## src/rtl/ooo6502_mem_pkg.sv

```systemverilog
// Shared memory-bus widths and element types for the out-of-order 6502 core.
package ooo6502_mem_pkg;
   localparam int ADDR_W = 16;
   localparam int DATA_W = 8;

   typedef logic [ADDR_W-1:0] addr_t;
   typedef logic [DATA_W-1:0] data_t;
endpackage

```

## src/rtl/mem_port_arbiter_if.sv

```systemverilog
// Requester-side and memory-side signals of the port arbiter, flattened per requester/port.
interface mem_port_arbiter_if #(
   parameter int NREQ  = 3,
   parameter int NPORT = 2,
   parameter int TAGW  = 4
);
   import ooo6502_mem_pkg::*;

   logic [NREQ-1:0]         req_valid;
   logic [NREQ-1:0]         req_ready;
   logic [NREQ*ADDR_W-1:0]  req_addr;
   logic [NREQ-1:0]         req_we;
   logic [NREQ*DATA_W-1:0]  req_wdata;
   logic [NREQ*TAGW-1:0]    req_tag;
   logic [NREQ-1:0]         rsp_valid;
   logic [NREQ*DATA_W-1:0]  rsp_rdata;
   logic [NREQ*TAGW-1:0]    rsp_tag;
   logic [NPORT*ADDR_W-1:0] mem_addr;
   logic [NPORT*DATA_W-1:0] mem_dout;
   logic [NPORT-1:0]        mem_we;
   logic [NPORT*DATA_W-1:0] mem_din;

   modport slave (
      input  req_valid, req_addr, req_we, req_wdata, req_tag, mem_din,
      output req_ready, rsp_valid, rsp_rdata, rsp_tag, mem_addr, mem_dout, mem_we
   );

   modport master (
      output req_valid, req_addr, req_we, req_wdata, req_tag, mem_din,
      input  req_ready, rsp_valid, rsp_rdata, rsp_tag, mem_addr, mem_dout, mem_we
   );
endinterface

```

## src/rtl/mem_rsp_pipe.sv

```systemverilog
// Fixed-latency shift register carrying {valid, requester id, tag} of reads issued on one port.
module mem_rsp_pipe #(
   parameter int LAT  = 1,
   parameter int IDW  = 2,
   parameter int TAGW = 4
) (
   input  logic            clk,
   input  logic            rst,
   input  logic            in_valid,
   input  logic [IDW-1:0]  in_id,
   input  logic [TAGW-1:0] in_tag,
   output logic            out_valid,
   output logic [IDW-1:0]  out_id,
   output logic [TAGW-1:0] out_tag
);
   typedef struct packed {
      logic            valid;
      logic [IDW-1:0]  id;
      logic [TAGW-1:0] tag;
   } entry_t;

   entry_t stage [LAT];

   always_ff @(posedge clk or posedge rst) begin
      if (rst) begin
         for (int i = 0; i < LAT; i++) stage[i] <= '0;
      end else begin
         stage[0] <= '{valid: in_valid, id: in_id, tag: in_tag};
         for (int i = 1; i < LAT; i++) stage[i] <= stage[i-1];
      end
   end

   assign out_valid = stage[LAT-1].valid;
   assign out_id    = stage[LAT-1].id;
   assign out_tag   = stage[LAT-1].tag;
endmodule

```

## src/rtl/mem_port_arbiter.sv

```systemverilog
// Round-robin arbiter of NREQ requesters onto NPORT memory ports with
// same-cycle address hazard blocking and tagged read-response return.
module mem_port_arbiter
   import ooo6502_mem_pkg::*;
#(
   parameter int NREQ     = 3,
   parameter int NPORT    = 2,
   parameter int TAGW     = 4,
   parameter int READ_LAT = 1
) (
   input  logic              clk,
   input  logic              rst,
   mem_port_arbiter_if.slave bus
);
   localparam int IDW = (NREQ > 1) ? $clog2(NREQ) : 1;
   localparam logic [IDW:0] NREQ_W = (IDW+1)'(NREQ);
   localparam logic [IDW:0] ONE_W  = (IDW+1)'(1);

   typedef logic [IDW-1:0] id_t;

   addr_t           req_addr_a  [NREQ];
   data_t           req_wdata_a [NREQ];
   logic [TAGW-1:0] req_tag_a   [NREQ];
   data_t           mem_din_a   [NPORT];

   id_t             rr_ptr, rr_next;
   logic [NREQ-1:0] grant;

   logic [NPORT-1:0] port_used, port_we;
   id_t              port_id   [NPORT];
   addr_t            port_addr [NPORT];
   data_t            port_dout [NPORT];

   logic [NPORT-1:0] pipe_valid;
   id_t              pipe_id  [NPORT];
   logic [TAGW-1:0]  pipe_tag [NPORT];

   logic [NREQ-1:0] rsp_v;
   data_t           rsp_d [NREQ];
   logic [TAGW-1:0] rsp_t [NREQ];

   for (genvar i = 0; i < NREQ; i++) begin : g_req
      assign req_addr_a[i]  = bus.req_addr[i*ADDR_W +: ADDR_W];
      assign req_wdata_a[i] = bus.req_wdata[i*DATA_W +: DATA_W];
      assign req_tag_a[i]   = bus.req_tag[i*TAGW +: TAGW];
      assign bus.rsp_rdata[i*DATA_W +: DATA_W] = rsp_d[i];
      assign bus.rsp_tag[i*TAGW +: TAGW]       = rsp_t[i];
   end

   // Scan from rr_ptr; a candidate is blocked only by requests already granted this cycle.
   always_comb begin
      logic [IDW:0] idx_w;
      logic [IDW:0] nxt_w;
      id_t          idx;
      logic         hazard;
      int           cnt;
      grant     = '0;
      port_used = '0;
      rr_next   = rr_ptr;
      idx_w     = '0;
      nxt_w     = '0;
      idx       = '0;
      hazard    = 1'b0;
      cnt       = 0;
      for (int p = 0; p < NPORT; p++) port_id[p] = '0;
      for (int off = 0; off < NREQ; off++) begin
         idx_w = {1'b0, rr_ptr} + (IDW+1)'(off);
         if (idx_w >= NREQ_W) idx_w = idx_w - NREQ_W;
         idx    = idx_w[IDW-1:0];
         hazard = 1'b0;
         for (int p = 0; p < NPORT; p++) begin
            if (port_used[p] && (req_addr_a[port_id[p]] == req_addr_a[idx]) &&
                (bus.req_we[port_id[p]] || bus.req_we[idx]))
               hazard = 1'b1;
         end
         if (!rst && bus.req_valid[idx] && (cnt < NPORT) && !hazard) begin
            grant[idx] = 1'b1;
            for (int p = 0; p < NPORT; p++) begin
               if (p == cnt) begin
                  port_used[p] = 1'b1;
                  port_id[p]   = idx;
               end
            end
            cnt++;
            nxt_w   = idx_w + ONE_W;
            rr_next = (nxt_w == NREQ_W) ? '0 : nxt_w[IDW-1:0];
         end
      end
   end

   always_ff @(posedge clk or posedge rst) begin
      if (rst) rr_ptr <= '0;
      else     rr_ptr <= rr_next;
   end

   always_comb begin
      for (int p = 0; p < NPORT; p++) begin
         port_we[p]   = 1'b0;
         port_addr[p] = '0;
         port_dout[p] = '0;
         if (port_used[p]) begin
            port_addr[p] = req_addr_a[port_id[p]];
            port_we[p]   = bus.req_we[port_id[p]];
            if (port_we[p]) port_dout[p] = req_wdata_a[port_id[p]];
         end
      end
   end

   assign bus.req_ready = grant;
   assign bus.mem_we    = port_we;

   for (genvar p = 0; p < NPORT; p++) begin : g_port
      assign bus.mem_addr[p*ADDR_W +: ADDR_W] = port_addr[p];
      assign bus.mem_dout[p*DATA_W +: DATA_W] = port_dout[p];
      assign mem_din_a[p] = bus.mem_din[p*DATA_W +: DATA_W];

      mem_rsp_pipe #(
         .LAT  (READ_LAT),
         .IDW  (IDW),
         .TAGW (TAGW)
      ) u_rsp_pipe (
         .clk       (clk),
         .rst       (rst),
         .in_valid  (port_used[p] & ~port_we[p]),
         .in_id     (port_id[p]),
         .in_tag    (req_tag_a[port_id[p]]),
         .out_valid (pipe_valid[p]),
         .out_id    (pipe_id[p]),
         .out_tag   (pipe_tag[p])
      );
   end

   // Each requester has at most one read in any pipe slot, so ports never collide on an id.
   always_comb begin
      rsp_v = '0;
      for (int i = 0; i < NREQ; i++) begin
         rsp_d[i] = '0;
         rsp_t[i] = '0;
      end
      for (int p = 0; p < NPORT; p++) begin
         if (pipe_valid[p]) begin
            rsp_v[pipe_id[p]] = 1'b1;
            rsp_d[pipe_id[p]] = mem_din_a[p];
            rsp_t[pipe_id[p]] = pipe_tag[p];
         end
      end
   end

   assign bus.rsp_valid = rsp_v;
endmodule

```

## src/flat_wrapper.sv

```systemverilog
// flat-port wrapper written by rule: the top's interface ports become plain ports
module mem_port_arbiter_flat import ooo6502_mem_pkg::*;
#(
   parameter int NREQ     = 3,
   parameter int NPORT    = 2,
   parameter int TAGW     = 4,
   parameter int READ_LAT = 1
)
  (clk, rst, bus_req_valid, bus_req_addr, bus_req_we, bus_req_wdata, bus_req_tag, bus_mem_din, bus_req_ready, bus_rsp_valid, bus_rsp_rdata, bus_rsp_tag, bus_mem_addr, bus_mem_dout, bus_mem_we);
  mem_port_arbiter_if #(.NREQ(NREQ), .NPORT(NPORT), .TAGW(TAGW)) bus_i ();
  input  logic clk;
  input  logic rst;
  input wire logic [$bits(bus_i.req_valid)-1:0] bus_req_valid;
  input wire logic [$bits(bus_i.req_addr)-1:0] bus_req_addr;
  input wire logic [$bits(bus_i.req_we)-1:0] bus_req_we;
  input wire logic [$bits(bus_i.req_wdata)-1:0] bus_req_wdata;
  input wire logic [$bits(bus_i.req_tag)-1:0] bus_req_tag;
  input wire logic [$bits(bus_i.mem_din)-1:0] bus_mem_din;
  output wire logic [$bits(bus_i.req_ready)-1:0] bus_req_ready;
  output wire logic [$bits(bus_i.rsp_valid)-1:0] bus_rsp_valid;
  output wire logic [$bits(bus_i.rsp_rdata)-1:0] bus_rsp_rdata;
  output wire logic [$bits(bus_i.rsp_tag)-1:0] bus_rsp_tag;
  output wire logic [$bits(bus_i.mem_addr)-1:0] bus_mem_addr;
  output wire logic [$bits(bus_i.mem_dout)-1:0] bus_mem_dout;
  output wire logic [$bits(bus_i.mem_we)-1:0] bus_mem_we;
  assign bus_i.req_valid = bus_req_valid;
  assign bus_i.req_addr = bus_req_addr;
  assign bus_i.req_we = bus_req_we;
  assign bus_i.req_wdata = bus_req_wdata;
  assign bus_i.req_tag = bus_req_tag;
  assign bus_i.mem_din = bus_mem_din;
  assign bus_req_ready = bus_i.req_ready;
  assign bus_rsp_valid = bus_i.rsp_valid;
  assign bus_rsp_rdata = bus_i.rsp_rdata;
  assign bus_rsp_tag = bus_i.rsp_tag;
  assign bus_mem_addr = bus_i.mem_addr;
  assign bus_mem_dout = bus_i.mem_dout;
  assign bus_mem_we = bus_i.mem_we;
  mem_port_arbiter #(.NREQ(NREQ), .NPORT(NPORT), .TAGW(TAGW), .READ_LAT(READ_LAT)) u_core (.clk(clk), .rst(rst), .bus(bus_i));
endmodule
```

## config.mk

```make
export PLATFORM = sky130hd
export DESIGN_NAME = mem_port_arbiter_flat
export DESIGN_NICKNAME = d
export VERILOG_FILES = /design/src/rtl/ooo6502_mem_pkg.sv /design/src/rtl/mem_port_arbiter_if.sv /design/src/rtl/mem_rsp_pipe.sv /design/src/rtl/mem_port_arbiter.sv /design/src/flat_wrapper.sv
export SDC_FILE = /design/constraint.sdc
export NUM_CORES = 1
export LEC_CHECK = 0
export CORE_MARGIN = 2
export CORE_UTILIZATION = 50
export DETAILED_ROUTE_END_ITERATION = 10
export GPL_TIMING_DRIVEN = 1
export PLACE_DENSITY = 0.89
export SLEW_MARGIN = 10
export SYNTH_ARGS = -nofsm -noshare
export SYNTH_HDL_FRONTEND = slang
export SYNTH_SLANG_ARGS = --single-unit
```

## constraint.sdc

```tcl
create_clock -name clk -period 12.9 [get_ports clk]
set_input_delay 2.58 -clock clk [delete_from_list [all_inputs] [get_ports clk]]
set_output_delay 2.58 -clock clk [all_outputs]
set_load 0.005 [all_outputs]
```

Yosys cells after proc, flatten, opt, wreduce, memory -nomap -nowiden. Index checks and enable logic that the tools add are counted.

Muxes and demuxes: 118. Reductions and logical operators: 29. Magnitude comparators: 31. Add/subtract/negate cells: 9. Bitwise operators: 18. Equality and inequality tests: 8.

Operator list (count): 2-to-1 mux 16 bit (16); binary-select mux 16 bit (select 2 bit) (7); 2-to-1 mux 8 bit (10); logical NOT 32 bit (2); equality test 16 bit (3); 2-to-1 mux 24 bit (2); binary-select mux 8 bit (select 2 bit) (2); demux 8 bit (select 2 bit) (2); equality test 2 x 32 -> 1 bit, first input constant (1); less-than comparator 32 x 3 -> 1 bit, second input constant (1); 2-to-1 mux 32 bit (1); 2-to-1 mux 4 bit (8); less-than comparator 2 x 3 -> 1 bit, second input constant (10); >= comparator 3 bit, second input constant (9); NOT 2 -> 3 bit (9); 2-to-1 mux 1 bit (26); 2-to-1 mux 2 bit (13); bitwise AND 24 bit (1); bitwise mux 24 bit (1); 2-to-1 mux 12 bit (2); 2-to-1 mux 3 bit (8); binary-select mux 1 bit (select 2 bit) (10); logical AND 1 bit (20); binary-select mux 4 bit (select 2 bit) (2); 23 further kinds (47).

Register bits after elaboration: 16. Output and inout port bits: 92. Logic and storage cells: 220. Bits of input ports: 108.

Logic depth before layout (Yosys ltp).
Depth after elaboration: 35. Depth in mapped cells: 24.

By module. A second synthesis with hierarchy kept.

Cell total of the unflattened synthesis: 812. Area, all modules: 5889.4 sq um.

Modules (own cells, without submodules): mem_port_arbiter (area an instance 5531.6 sq um, instances 1, cells each 796); mem_rsp_pipe (area an instance 178.9 sq um, instances 2, cells each 8).

Least setup slack after synthesis. No wires, ideal clock.

Path type: input to output. Start: input rst. End: output bus_mem_dout[10]. Stages on the path: 18. Arrival: 6991 ps. Data required time: 10320 ps. Path slack: 3329 ps. Path through: or3b_1 -> buf_2 -> o22ai_4 -> mux2i_1 -> mux2_1 -> nor4_1 -> and4_1 -> a21boi_2 -> nor3_4 -> mux2_1 -> a211oi_1 -> a2111oi_4 -> a31oi_2 -> mux2i_4 -> mux2i_1 -> a211o_1 -> buf_2 -> a211oi_2.

Longest elaborated chain between the ends: 32.

Ends and longest elaborated chain: start: declaration (RTL line flat_wrapper.sv:12) `input logic rst;`; logical NOT 1 bit (*) (RTL line mem_port_arbiter.sv:76) `if (!rst && bus.req_valid[idx] && (cnt < NPORT) && !hazard) begin`; logical AND 1 bit (RTL line mem_port_arbiter.sv:76); 2-to-1 mux 2 bit (RTL line mem_port_arbiter.sv:76); NOT 2 -> 3 bit (implied by the code) (RTL line mem_port_arbiter.sv:72) `if (port_used[p] && (req_addr_a[port_id[p]] == req_addr_a[idx]) &&`; binary-select mux 16 bit (select 2 bit) (RTL line mem_port_arbiter.sv:72); 2-to-1 mux 16 bit (implied by the code) (2 in series) (RTL line mem_port_arbiter.sv:72); equality test 16 bit (RTL line mem_port_arbiter.sv:72); logical AND 1 bit (2 in series) (RTL line mem_port_arbiter.sv:72); (+13 left out); logical NOT 1 bit (RTL line mem_port_arbiter.sv:76); logical AND 1 bit (RTL line mem_port_arbiter.sv:76); 2-to-1 mux 4 bit (RTL line mem_port_arbiter.sv:76); NOT 2 -> 3 bit (implied by the code) (RTL line mem_port_arbiter.sv:104) `if (port_we[p]) port_dout[p] = req_wdata_a[port_id[p]];`; binary-select mux 8 bit (select 2 bit) (RTL line mem_port_arbiter.sv:104); 2-to-1 mux 8 bit (implied by the code) (2 in series) (RTL line mem_port_arbiter.sv:104); 2-to-1 mux 8 bit (RTL line mem_port_arbiter.sv:104); 2-to-1 mux 8 bit (*) (RTL line mem_port_arbiter.sv:101) `if (port_used[p]) begin`; end: declaration (RTL line flat_wrapper.sv:24) `output wire logic [$bits(bus_i.mem_dout)-1:0] bus_mem_dout;`.

Every way passes the cells marked *; elsewhere a longest branch is shown, timed or not. The select of a mux whose other input is x is not followed.

Worst setup path in the final report.
Start: input rst. End: output bus_mem_dout[12].

The elaborated chain is that of the path after synthesis.

==> summary.md <==
| Metric | Value |
|---|---|
| Critical path cell sequence | clkdlybuf4s50_1 -> nand4bb_1 -> o22ai_4 -> buf_4 -> a211oi_1 -> o21ba_2 -> nor4_2 -> and4_1 -> a21boi_2 -> nor3_4 -> mux2_1 -> a211oi_1 -> a2111oi_4 -> a31oi_2 -> mux2i_4 -> mux2i_1 -> a211o_1 -> a211oi_2 -> clkdlybuf4s50_1 |
| Synth cell types | 73 |
| DRT iter0 DRCs | 916 |
| Tmin final | 12080 ps |
| Synthesized cell area | 5296 um2 |
| HPWL Detailed | 16400 um |
| Skew-Pair Late Insertion Delay | 250 ps |
| GR Overflow Total | 0 |
| Element type at the critical path end | output pin |
| GPL Wtd Cong | 1.003 |
| Seq cells post-synth | 16 |
| Top-count cell post-synth | nor2_1 |
| Final nets | 1008 |
| Max cap viols | 0 |
| Setup Skew | 0.8068 ps |
| DP Worst Slack | 1012 ps |
| Drt pass-1 iters | 7 |
| Post-synth ARST share | 1.000 |
| Global Route Usage Sum | 0.3702 |
| Via-to-Cell Ratio | 6.832 |
| Die Y | 106.9 um |
| WL/cell | 21.82 um |
| Static leakage | 2.798 nW |
| CTS tree | built |
| Clock tree buffer depth | 2 |
| Fmax | 82.75 MHz |
| Inst Count DP | 1026 |
| Antenna violations before repair | 0 |
| Setup violators final | 0 |
| First-pass GRT wire length | 34260 um |
| Die width | 106.9 um |
| Number of flops mapped to enable cells by yosys | 0 |
| Final setup margin | 815.5 ps |
| Clk slew on worst S/H paths | 70 ps |
| Tcrit/Tclk final | 0.9368 |
| CP max stage delay | 710 ps |
| Crit-path max FO | 18 |
| Startpoint Class | input pin |
| Post-Layout Cell Count | 1030 |
| Root Driver | clkbuf_8 |
| Cells after synthesis | 751 |
| CP arrival | 9500 ps |
| Die ar. | 11430 um2 |
| Pwr per Cell Area | 221.3 nW/um2 |
| Setup TNS | 0 ps |
| Largest area contributor in the netlist | mux2i_1 |
| CTS sink cnt | 16 |
| Peak VDD IR | 0.0001503 V |
| Slew of the pin with the lowest slew margin | 1052 ps |
| Row cnt | 37 |
| Routed Wire Length | 22470 um |
| Ant diodes | 0 |
| Net Count, Synth | 864 |
| Pin count of the biggest net entering global routing | 51 |
| Ranking of synthesized cells by area | mux2i_1 (18%), nor2_1 (7.7%), dfrtp_1 (7.6%) |
| Cts-stage hold buffer count | 0 |
| Inserted Clock Buffers | 3 |
| H-tree depth | 1 |
| DRC Markers | 0 |
| Layout cell share with drive strength beyond 1 | 0.06264 |
| Hold WC Path Type | register to register |
| Buffers on Ports | 199 |
| Via count of the first global-routing pass | 6587 |
| Relative slew slack | 0.2986 |
| Hold Fails Final Rpt | 0 |
| List of most frequent post-synthesis cells | nor2_1 (109), mux2i_1 (94), clkbuf_1 (50) |
| DR vias | 7037 |
| Core area | 10320 um2 |
| Post-CTS setup buffers | 0 |
| RSZ-0062 raised after global routing | no |
| Ys flop type | dfrtp_1 |
| Max Slew Vio Count | 0 |
| Crit-path slowest cell | clkdlybuf4s50_1 |
| Fraction of the yosys area taken by sequential cells | 0.07560 |
| # IOs | 200 |
| Post_cts resized | 0 |
| Mean area per synthesized cell | 7.052 um2 |
| Share of the synthesized area in the top cell type | 0.1777 |
| Antenna-violating nets left | 0 |
| Warnings from Yosys | 0 |
| Status | finished, final reports clean |
| Type of the worst setup path | input pin to output pin |
| Required time of the critical path | 10320 ps |
| Initial Utilization | 0.5130 |
| Layout area overhead | 39.03% |
[final timing paths]
kind,startpoint,endpoint,slack (ps),depth (start not counted)
worst max register to register,u_core.rr_ptr[1],u_core.g_port[1].u_rsp_pipe.out_tag[1],5750,21
worst min register to register,u_core.rr_ptr[0],u_core.rr_ptr[0],780,3
worst min-delay path,u_core.rr_ptr[0],u_core.rr_ptr[0],780,3
min in group asynchronous,rst,u_core.rr_ptr[0],3240,2
worst max-delay path,rst,bus_mem_dout[12],820,19
max in group asynchronous,rst,u_core.g_port[1].u_rsp_pipe.out_valid,9200,2
[report_power, final]
part           internal, W  switching, W  total (W)
Sequential       0.0000709     0.0000173  0.0000882
Combinational     0.000646      0.000850    0.00150
Clock            0.0000271     0.0000189  0.0000461
[stage by stage]
stage / area [um2] / total power, W / hold WS [ps] / utilization
floorplan: 5296 / 0.001027 / 705.2 / -
global placement: 7308 / 0.001496 / 740.9 / 0.7079
detailed placement: 7308 / 0.001538 / 777.6 / 0.7079
CTS: 7363 / 0.001590 / 784.1 / 0.7132
global route: 7363 / 0.001729 / 856.4 / 0.7132
finish: 7363 / 0.001630 / 783.9 / 0.7132
[critical path, delay by kind of cell]
family	cells	cell delay, ps
AO/OA/AOI/OAI	9	2470
buffers and inverters	3	1580
multiplexers	3	1240
AND/OR/NAND/NOR	4	1620
[layout make-up]
cell class	instances	area [um2]
Sequential cell	16	400.4
Multi-Input combinational cell	635	4532
Timing Repair Buffer	216	2120
Inverter	23	86.33
Tap cell	136	170.2
Fill cell	824	2960
Clock buffer	4	55.05
[logic make-up after synthesis]
| logic type | count (synthesis) | share of synthesized area |
|---|---|---|
| AO/OA/AOI/OAI | 261 | 0.3695 |
| AND/OR/NAND/NOR | 238 | 0.2223 |
| multiplexers | 105 | 0.2032 |
| buffers and inverters | 100 | 0.07465 |
| XOR/XNOR | 26 | 0.04300 |
| flip-flops | 16 | 0.07560 |
| adder cells (fa/ha/maj) | 5 | 0.01181 |
[flip-flops by register name, summed over array words and instances (netlist names)]
signal                              count
u_core.g_port.u_rsp_pipe.out_valid      2
u_core.rr_ptr                           2
u_core.g_port.u_rsp_pipe.out_id         4
u_core.g_port.u_rsp_pipe.out_tag        8
[layer usage]
metal,vias to the layer above,track usage,wire length [um]
met5,-,0,0
met1,3281,0.4829,8588
li1,3176,-,-
met4,0,0.1429,730
met2,501,0.6133,10770
met3,79,0.05714,2388
[placed cells by master, fill, tap and decap left out, types with 8 or more instances in the layout]
master             n
a211oi_1          49
a211oi_2           8
a21oi_1           40
a22o_1            36
a31oi_1           17
buf_4             17
clkdlybuf4s50_1  199
dfrtp_1           16
inv_1             22
mux2i_1           94
nand2_1           47
nand3_1           10
nand4_1            8
nor2_1           109
nor3_1             8
o211ai_1           8
o21ai_0           21
o22ai_1           16
xnor2_1           17
xor2_1             9
(Power assumes the default switching activity.)
